==> src/rtl/mul_result_accumulator_if.sv <==
// -----------------------------------------------------------------------------
// mul_result_accumulator_if
//
// Purpose:
//   Bundles the handshake and data signals between the multiplier-result
//   accumulator and its neighbours: the product stream coming in from the
//   16x16 multiplier, the run control (start / num_terms), and the result
//   handshake going out to the consumer.
//
// Signals:
//   start       run request, honoured only while the accumulator is idle
//   num_terms   number of products to sum, sampled together with start
//   prod_valid  prod_in carries a valid product this cycle
//   prod_in     unsigned product from the multiplier
//   prod_ready  accumulator accepts a product this cycle
//   acc_out     accumulated sum, stable while acc_valid is high
//   acc_valid   acc_out is final
//   acc_ack     consumer has taken acc_out
//   overflow    sticky wrap flag for the current run
//   busy        accumulator is not idle
//
// Modports:
//   master  drives the run control, the products and the acknowledge
//   slave   the accumulator itself
// -----------------------------------------------------------------------------
interface mul_result_accumulator_if #(
    parameter int PROD_W = 32,
    parameter int ACC_W  = 40,
    parameter int CNT_W  = 5
) ();

    logic              start;
    logic [CNT_W-1:0]  num_terms;
    logic              prod_valid;
    logic [PROD_W-1:0] prod_in;
    logic              prod_ready;
    logic [ACC_W-1:0]  acc_out;
    logic              acc_valid;
    logic              acc_ack;
    logic              overflow;
    logic              busy;

    modport master (
        output start,
        output num_terms,
        output prod_valid,
        output prod_in,
        output acc_ack,
        input  prod_ready,
        input  acc_out,
        input  acc_valid,
        input  overflow,
        input  busy
    );

    modport slave (
        input  start,
        input  num_terms,
        input  prod_valid,
        input  prod_in,
        input  acc_ack,
        output prod_ready,
        output acc_out,
        output acc_valid,
        output overflow,
        output busy
    );

endinterface

==> src/rtl/mul_result_accumulator.sv <==
// -----------------------------------------------------------------------------
// mul_result_accumulator
//
// Purpose:
//   Downstream stage of the 16x16 unsigned multiplier. Sums a programmed
//   number of 32-bit products into a wide accumulator and presents the result
//   through a valid/ack handshake, with a sticky overflow flag that marks a
//   wrap of the accumulator during the run. Typical use is a dot product,
//   sum of A[k]*B[k].
//
// Parameters:
//   PROD_W     width of an incoming product
//   ACC_W      accumulator width, at least PROD_W
//   MAX_TERMS  largest number of products per run; bigger requests clamp
//   CNT_W      width of num_terms and of the term counter
//
// Ports:
//   clk    clock, every state update on its rising edge
//   reset  synchronous, active-low reset
//   bus    slave side of mul_result_accumulator_if (see that file)
//
// Operation:
//   IDLE  : start with num_terms != 0 clears the sum and flag, loads the
//           clamped term count and moves to ACCUM; start with num_terms == 0
//           clears the sum and flag and moves straight to HOLD.
//   ACCUM : prod_ready is high; each prod_valid cycle adds the zero-extended
//           product (modulo 2^ACC_W) and counts one term down. The last term
//           moves to HOLD.
//   HOLD  : acc_valid is high and the result is frozen until acc_ack.
//   All outputs are registered; the handshake flags are computed from the
//   next state so that they line up with the state they describe.
// -----------------------------------------------------------------------------
module mul_result_accumulator #(
    parameter int PROD_W    = 32,
    parameter int ACC_W     = 40,
    parameter int MAX_TERMS = 16,
    parameter int CNT_W     = 5
) (
    input  logic                     clk,
    input  logic                     reset,
    mul_result_accumulator_if.slave  bus
);

    // FSM encoding kept as plain constants for compatibility with older flows.
    localparam logic [1:0] ST_IDLE  = 2'd0;
    localparam logic [1:0] ST_ACCUM = 2'd1;
    localparam logic [1:0] ST_HOLD  = 2'd2;

    localparam logic [CNT_W-1:0] MAX_TERMS_C = CNT_W'(MAX_TERMS);
    localparam logic [CNT_W-1:0] ONE_C       = CNT_W'(1);
    localparam logic [CNT_W-1:0] ZERO_C      = CNT_W'(0);
    localparam logic [ACC_W-1:0] ACC_ZERO_C  = ACC_W'(0);

    logic [1:0]       state_q,      state_d;
    logic [ACC_W-1:0] acc_q,        acc_d;
    logic             overflow_q,   overflow_d;
    logic [CNT_W-1:0] remaining_q,  remaining_d;
    logic             prod_ready_q, prod_ready_d;
    logic             acc_valid_q,  acc_valid_d;
    logic             busy_q,       busy_d;

    logic             xfer_s;
    logic [ACC_W:0]   sum_s;
    logic [CNT_W-1:0] terms_s;

    // Datapath helpers: clamped term count, transfer strobe and the widened
    // add whose top bit is the carry out of the accumulator.
    always_comb begin
        if (bus.num_terms > MAX_TERMS_C) begin
            terms_s = MAX_TERMS_C;
        end else begin
            terms_s = bus.num_terms;
        end
        xfer_s = (state_q == ST_ACCUM) && bus.prod_valid;
        sum_s  = {1'b0, acc_q} + {{(ACC_W - PROD_W + 1){1'b0}}, bus.prod_in};
    end

    // Next-state logic for the FSM, the sum, the flag and the term counter.
    always_comb begin
        state_d     = state_q;
        acc_d       = acc_q;
        overflow_d  = overflow_q;
        remaining_d = remaining_q;

        case (state_q)
            ST_IDLE: begin
                if (bus.start) begin
                    acc_d      = ACC_ZERO_C;
                    overflow_d = 1'b0;
                    if (terms_s != ZERO_C) begin
                        remaining_d = terms_s;
                        state_d     = ST_ACCUM;
                    end else begin
                        // Empty run: the zero result is presented right away.
                        remaining_d = ZERO_C;
                        state_d     = ST_HOLD;
                    end
                end else begin
                    state_d = ST_IDLE;
                end
            end

            ST_ACCUM: begin
                if (xfer_s) begin
                    acc_d       = sum_s[ACC_W-1:0];
                    overflow_d  = overflow_q | sum_s[ACC_W];
                    remaining_d = remaining_q - ONE_C;
                    if (remaining_q == ONE_C) begin
                        state_d = ST_HOLD;
                    end else begin
                        state_d = ST_ACCUM;
                    end
                end else begin
                    // Gaps in the product stream leave everything untouched.
                    state_d = ST_ACCUM;
                end
            end

            ST_HOLD: begin
                // start is deliberately not looked at here, even with acc_ack.
                if (bus.acc_ack) begin
                    state_d = ST_IDLE;
                end else begin
                    state_d = ST_HOLD;
                end
            end

            default: begin
                state_d     = ST_IDLE;
                remaining_d = ZERO_C;
            end
        endcase

        // Output flags follow the state being entered so they stay registered
        // yet valid in the same cycle as the state they describe.
        prod_ready_d = (state_d == ST_ACCUM);
        acc_valid_d  = (state_d == ST_HOLD);
        busy_d       = (state_d != ST_IDLE);
    end

    // State and output registers with synchronous active-low reset.
    always_ff @(posedge clk) begin
        if (!reset) begin
            state_q      <= ST_IDLE;
            acc_q        <= ACC_ZERO_C;
            overflow_q   <= 1'b0;
            remaining_q  <= ZERO_C;
            prod_ready_q <= 1'b0;
            acc_valid_q  <= 1'b0;
            busy_q       <= 1'b0;
        end else begin
            state_q      <= state_d;
            acc_q        <= acc_d;
            overflow_q   <= overflow_d;
            remaining_q  <= remaining_d;
            prod_ready_q <= prod_ready_d;
            acc_valid_q  <= acc_valid_d;
            busy_q       <= busy_d;
        end
    end

    // Drive the interface outputs straight from the registers.
    always_comb begin
        bus.prod_ready = prod_ready_q;
        bus.acc_out    = acc_q;
        bus.acc_valid  = acc_valid_q;
        bus.overflow   = overflow_q;
        bus.busy       = busy_q;
    end

endmodule

==> src/flat_wrapper.sv <==
// flat-port wrapper written by rule: the top's interface ports become plain ports
module mul_result_accumulator_flat 
#(
    parameter int PROD_W    = 32,
    parameter int ACC_W     = 40,
    parameter int MAX_TERMS = 16,
    parameter int CNT_W     = 5
)
  (clk, reset, bus_start, bus_num_terms, bus_prod_valid, bus_prod_in, bus_acc_ack, bus_prod_ready, bus_acc_out, bus_acc_valid, bus_overflow, bus_busy);
  mul_result_accumulator_if #(.PROD_W(PROD_W), .ACC_W(ACC_W), .CNT_W(CNT_W)) bus_i ();
  input  logic clk;
  input  logic reset;
  input wire logic [$bits(bus_i.start)-1:0] bus_start;
  input wire logic [$bits(bus_i.num_terms)-1:0] bus_num_terms;
  input wire logic [$bits(bus_i.prod_valid)-1:0] bus_prod_valid;
  input wire logic [$bits(bus_i.prod_in)-1:0] bus_prod_in;
  input wire logic [$bits(bus_i.acc_ack)-1:0] bus_acc_ack;
  output wire logic [$bits(bus_i.prod_ready)-1:0] bus_prod_ready;
  output wire logic [$bits(bus_i.acc_out)-1:0] bus_acc_out;
  output wire logic [$bits(bus_i.acc_valid)-1:0] bus_acc_valid;
  output wire logic [$bits(bus_i.overflow)-1:0] bus_overflow;
  output wire logic [$bits(bus_i.busy)-1:0] bus_busy;
  assign bus_i.start = bus_start;
  assign bus_i.num_terms = bus_num_terms;
  assign bus_i.prod_valid = bus_prod_valid;
  assign bus_i.prod_in = bus_prod_in;
  assign bus_i.acc_ack = bus_acc_ack;
  assign bus_prod_ready = bus_i.prod_ready;
  assign bus_acc_out = bus_i.acc_out;
  assign bus_acc_valid = bus_i.acc_valid;
  assign bus_overflow = bus_i.overflow;
  assign bus_busy = bus_i.busy;
  mul_result_accumulator #(.PROD_W(PROD_W), .ACC_W(ACC_W), .MAX_TERMS(MAX_TERMS), .CNT_W(CNT_W)) u_core (.clk(clk), .reset(reset), .bus(bus_i));
endmodule
==> config.mk <==
export PLATFORM = sky130hd
export DESIGN_NAME = mul_result_accumulator_flat
export DESIGN_NICKNAME = d
export VERILOG_FILES = /design/src/rtl/mul_result_accumulator_if.sv /design/src/rtl/mul_result_accumulator.sv /design/src/flat_wrapper.sv
export SDC_FILE = /design/constraint.sdc
export NUM_CORES = 1
export LEC_CHECK = 0
export CORE_ASPECT_RATIO = 1.4
export CORE_UTILIZATION = 35
export CTS_CLUSTER_SIZE = 14
export DETAILED_ROUTE_END_ITERATION = 6
export SLEW_MARGIN = 20
export SYNTH_ARGS = -nofsm -noshare
export SYNTH_HDL_FRONTEND = slang
export SYNTH_SLANG_ARGS = --single-unit
==> constraint.sdc <==
create_clock -name clk -period 4.6 [get_ports clk]
set_clock_uncertainty 0.05 [all_clocks]
set_input_delay 1.15 -clock clk [delete_from_list [all_inputs] [get_ports clk]]
set_output_delay 1.15 -clock clk [all_outputs]
set_load 0.005 [all_outputs]
==> flow_summary.ini <==
[timing]
tns_ns = 0
finalCriticalPeriod_ns = 3.70
tightestPinTransition_ns = 0.610
fmax_mhz = 270
finalSetupViolations = 0
relSlewSlack_pct = 59.1
post-route-period-util_pct = 80.4
maxSlewViolCount = 0
hold_viol = 0
rsz0062_at_grt = false
hold_ws_ns = 0.409

[detailed_routing]
drt_iter0_drc = 127
vias_per_cell = 5.50
routed-via-count = 4029
ant_nets = 0
drtPass1Iterations = 4
wl_per_cell_um = 15.7
wl_um = 11500
route.detailed.drc = 0

[finish]
postLayoutCellArea_um2 = 5140
fin_util_pct = 45.5
area.growth.synth_to_final_pct = 27.6
diodes = 0
drive_gt1_share_pct = 4.42
layout_commonest_cell = clkdlybuf4s50_1
final_cells = 732
fillers = 1168
final_cell_mix = clkdlybuf4s50_1, nand2_1, dfxtp_1, o21ai_0, a21oi_1
fin_nets = 664

[power_and_ir_drop]
power_switching_share_pct = 28.7
intPower_uw = 931
clock_power_share_pct = 37.6
power.leakage_uw = 0.00206
seqPwrFrac_pct = 36.8
ir_drop_uv = 209
switchingPower_uw = 376
p_per_area_nw_per_um2 = 254
combPwrFrac_pct = 25.6

[cts]
cts_made_buffers = 5
cts-htree-levels = 2
cts_root_buffer = clkbuf_16
cts_post_setup_buffers_inserted = 0
cts_resized = 0
hold_buffers = 0
cts_sinks = 51
path_clk_slew_ns = 0.07
cts_buffer_depth = 2
clock_latency_ns = 0.30
cts_tree = done

[job]
maxCapViolCount = 0

[worst_setup_path]
cp_data_required_time_ns = 4.74
path_class = in -> reg
cp_max_fo = 4
reg2regPathDepth = 9
r2r-end = u_core.bus.acc_out[26]
r2r_start = u_core.bus.acc_out[0]
arrival_ns = 3.84
cp-start-kind = input pin
critPathCaptureType = flop
ff2ff_setup_slack_ns = 1.81

[logic_synthesis]
ys_seq_elements = 51
synth_area_leaders = dfxtp_1, ha_1, nand2_1
synth_top_area_share_pct = 25.4
syn_area_um2 = 4030
async_flop_share_pct = 0
synth_edf_count = 0
avgSynthCellArea_um2 = 7.82
synthFlopType = dfxtp_1
yosysTopAreaCell = dfxtp_1
synth_cell_types = 65
syn-num-nets = 592
yosys_warnings = 0
synth-seq-area-share_pct = 25.4
syn-instance-count = 515

[global_route]
grt_max_degree = 25
grt_usage_pct = 19.7
antenna_found_initial = 0
grt_pass1_vias = 3955
grt_overflow = 0
grt_pass1_wl_um = 18900

[die]
die_x_um = 92.7
io_pins = 86
core_area_um2 = 11300
initial_core_util_pct = 35.7
die_y_um = 129
rows = 46
die-area_um2 = 11900

[place]
place.gp.congestion = 0.862
dp.cells = 724
placed_area_um2 = 4940
dpl.hpwl_um = 9010
io_buffers = 85

[min_path]
hold_class = reg -> reg
worstHoldPathCells = 2
min_delay_worst_endpoint = u_core.bus.overflow
min_from = u_core.bus.overflow

[outcome]
outcome = complete, no violations
-- kinds of logic after synthesis --
group / share of synthesized area (%)
fa+ha+maj: 11.1
compound gates: 28.6
flops: 25.4
buf+inv: 4.23
mux: 1.74
simple gates: 23.3
xor+xnor: 5.66
-- power by group through the flow --
stage | Sequential, uW | Clock (uW) | Combinational, uW
2_1_floorplan | 487 | 0 | 222
3_3_place_gp | 491 | 0 | 331
3_5_place_dp | 491 | 0 | 333
4_1_cts | 481 | 505 | 334
5_1_grt | 484 | 524 | 370
6_report | 481 | 492 | 335
-- through the flow --
| step | total power [uW] | setup slack (ns) |
|---|---|---|
| after floorplan | 709 | 1.39 |
| after global placement | 822 | 0.643 |
| after detailed placement | 824 | 0.625 |
| after CTS | 1320 | 0.935 |
| after global routing | 1380 | 0.718 |
| final | 1310 | 0.901 |
-- cell usage after synthesis, drive strengths merged (7+ instances only) --
library cell  instances
xnor2                15
clkbuf               10
mux2i                 7
a211oi               11
nand3                17
dfxtp                51
o211ai                7
xor2                 11
a21boi                7
a21o                 15
nor3                 13
nand2b               10
buf                  13
and3                  9
nor2                 29
nor2b                 7
ha                   34
inv                   9
o21ai                46
a21oi                44
nand4                12
nand2                71
-- metal layers --
metal  GRT usage [%]  vias to the layer above  wire, um
li1                -                     2040         -
met1            22.1                     1859      4830
met2            35.8                      105      5790
met3            3.55                       25       495
met4            9.23                        0       398
met5               0                        -         0
-- worst max-delay path by stage --
stage / startpoint / endpoint / slack, ns / cells past startpoint
6_report: bus_prod_in[0] / u_core.bus.acc_out[26] / 0.90 / 10
3_5_place_dp: bus_prod_in[0] / u_core.bus.acc_out[26] / 0.63 / 10
3_3_place_gp: bus_prod_in[0] / u_core.bus.acc_out[26] / 0.64 / 10
4_1_cts: bus_prod_in[0] / u_core.bus.acc_out[26] / 0.93 / 10
2_1_floorplan: bus_prod_in[0] / u_core.bus.acc_out[26] / 1.39 / 9
5_1_grt: bus_prod_in[0] / u_core.bus.acc_out[26] / 0.72 / 10
-- worst max-delay path, stage by stage --
cell	delay, ns
clkdlybuf4s50_1	0.40
ha_1	0.23
fa_1	0.42
nand3_1	0.14
a211oi_1	0.10
nor4_2	0.39
o211ai_1	0.24
a41oi_2	0.39
mux2i_1	0.14
a211o_1	0.23
-- layout make-up --
class	count	area (um2)	area share, %
inverter	9	33.8	0.658
timing repair buffer	88	873	17.0
tap	144	180	3.51
clock buffer	5	125	2.44
multi-input combinational	432	2840	55.2
clock inverter	3	67.6	1.32
sequential	51	1020	19.9
-- sequential cells by signal, indices dropped and copies added, names as in the netlist --
| name | cells |
|---|---|
| u_core.bus.acc_out | 40 |
| u_core.remaining_q | 5 |
| u_core.state_q | 2 |
| u_core.bus.acc_valid | 1 |
| u_core.bus.busy | 1 |
| u_core.bus.overflow | 1 |
| u_core.bus.prod_ready | 1 |
Note: power is estimated with default switching activity, not from simulation.
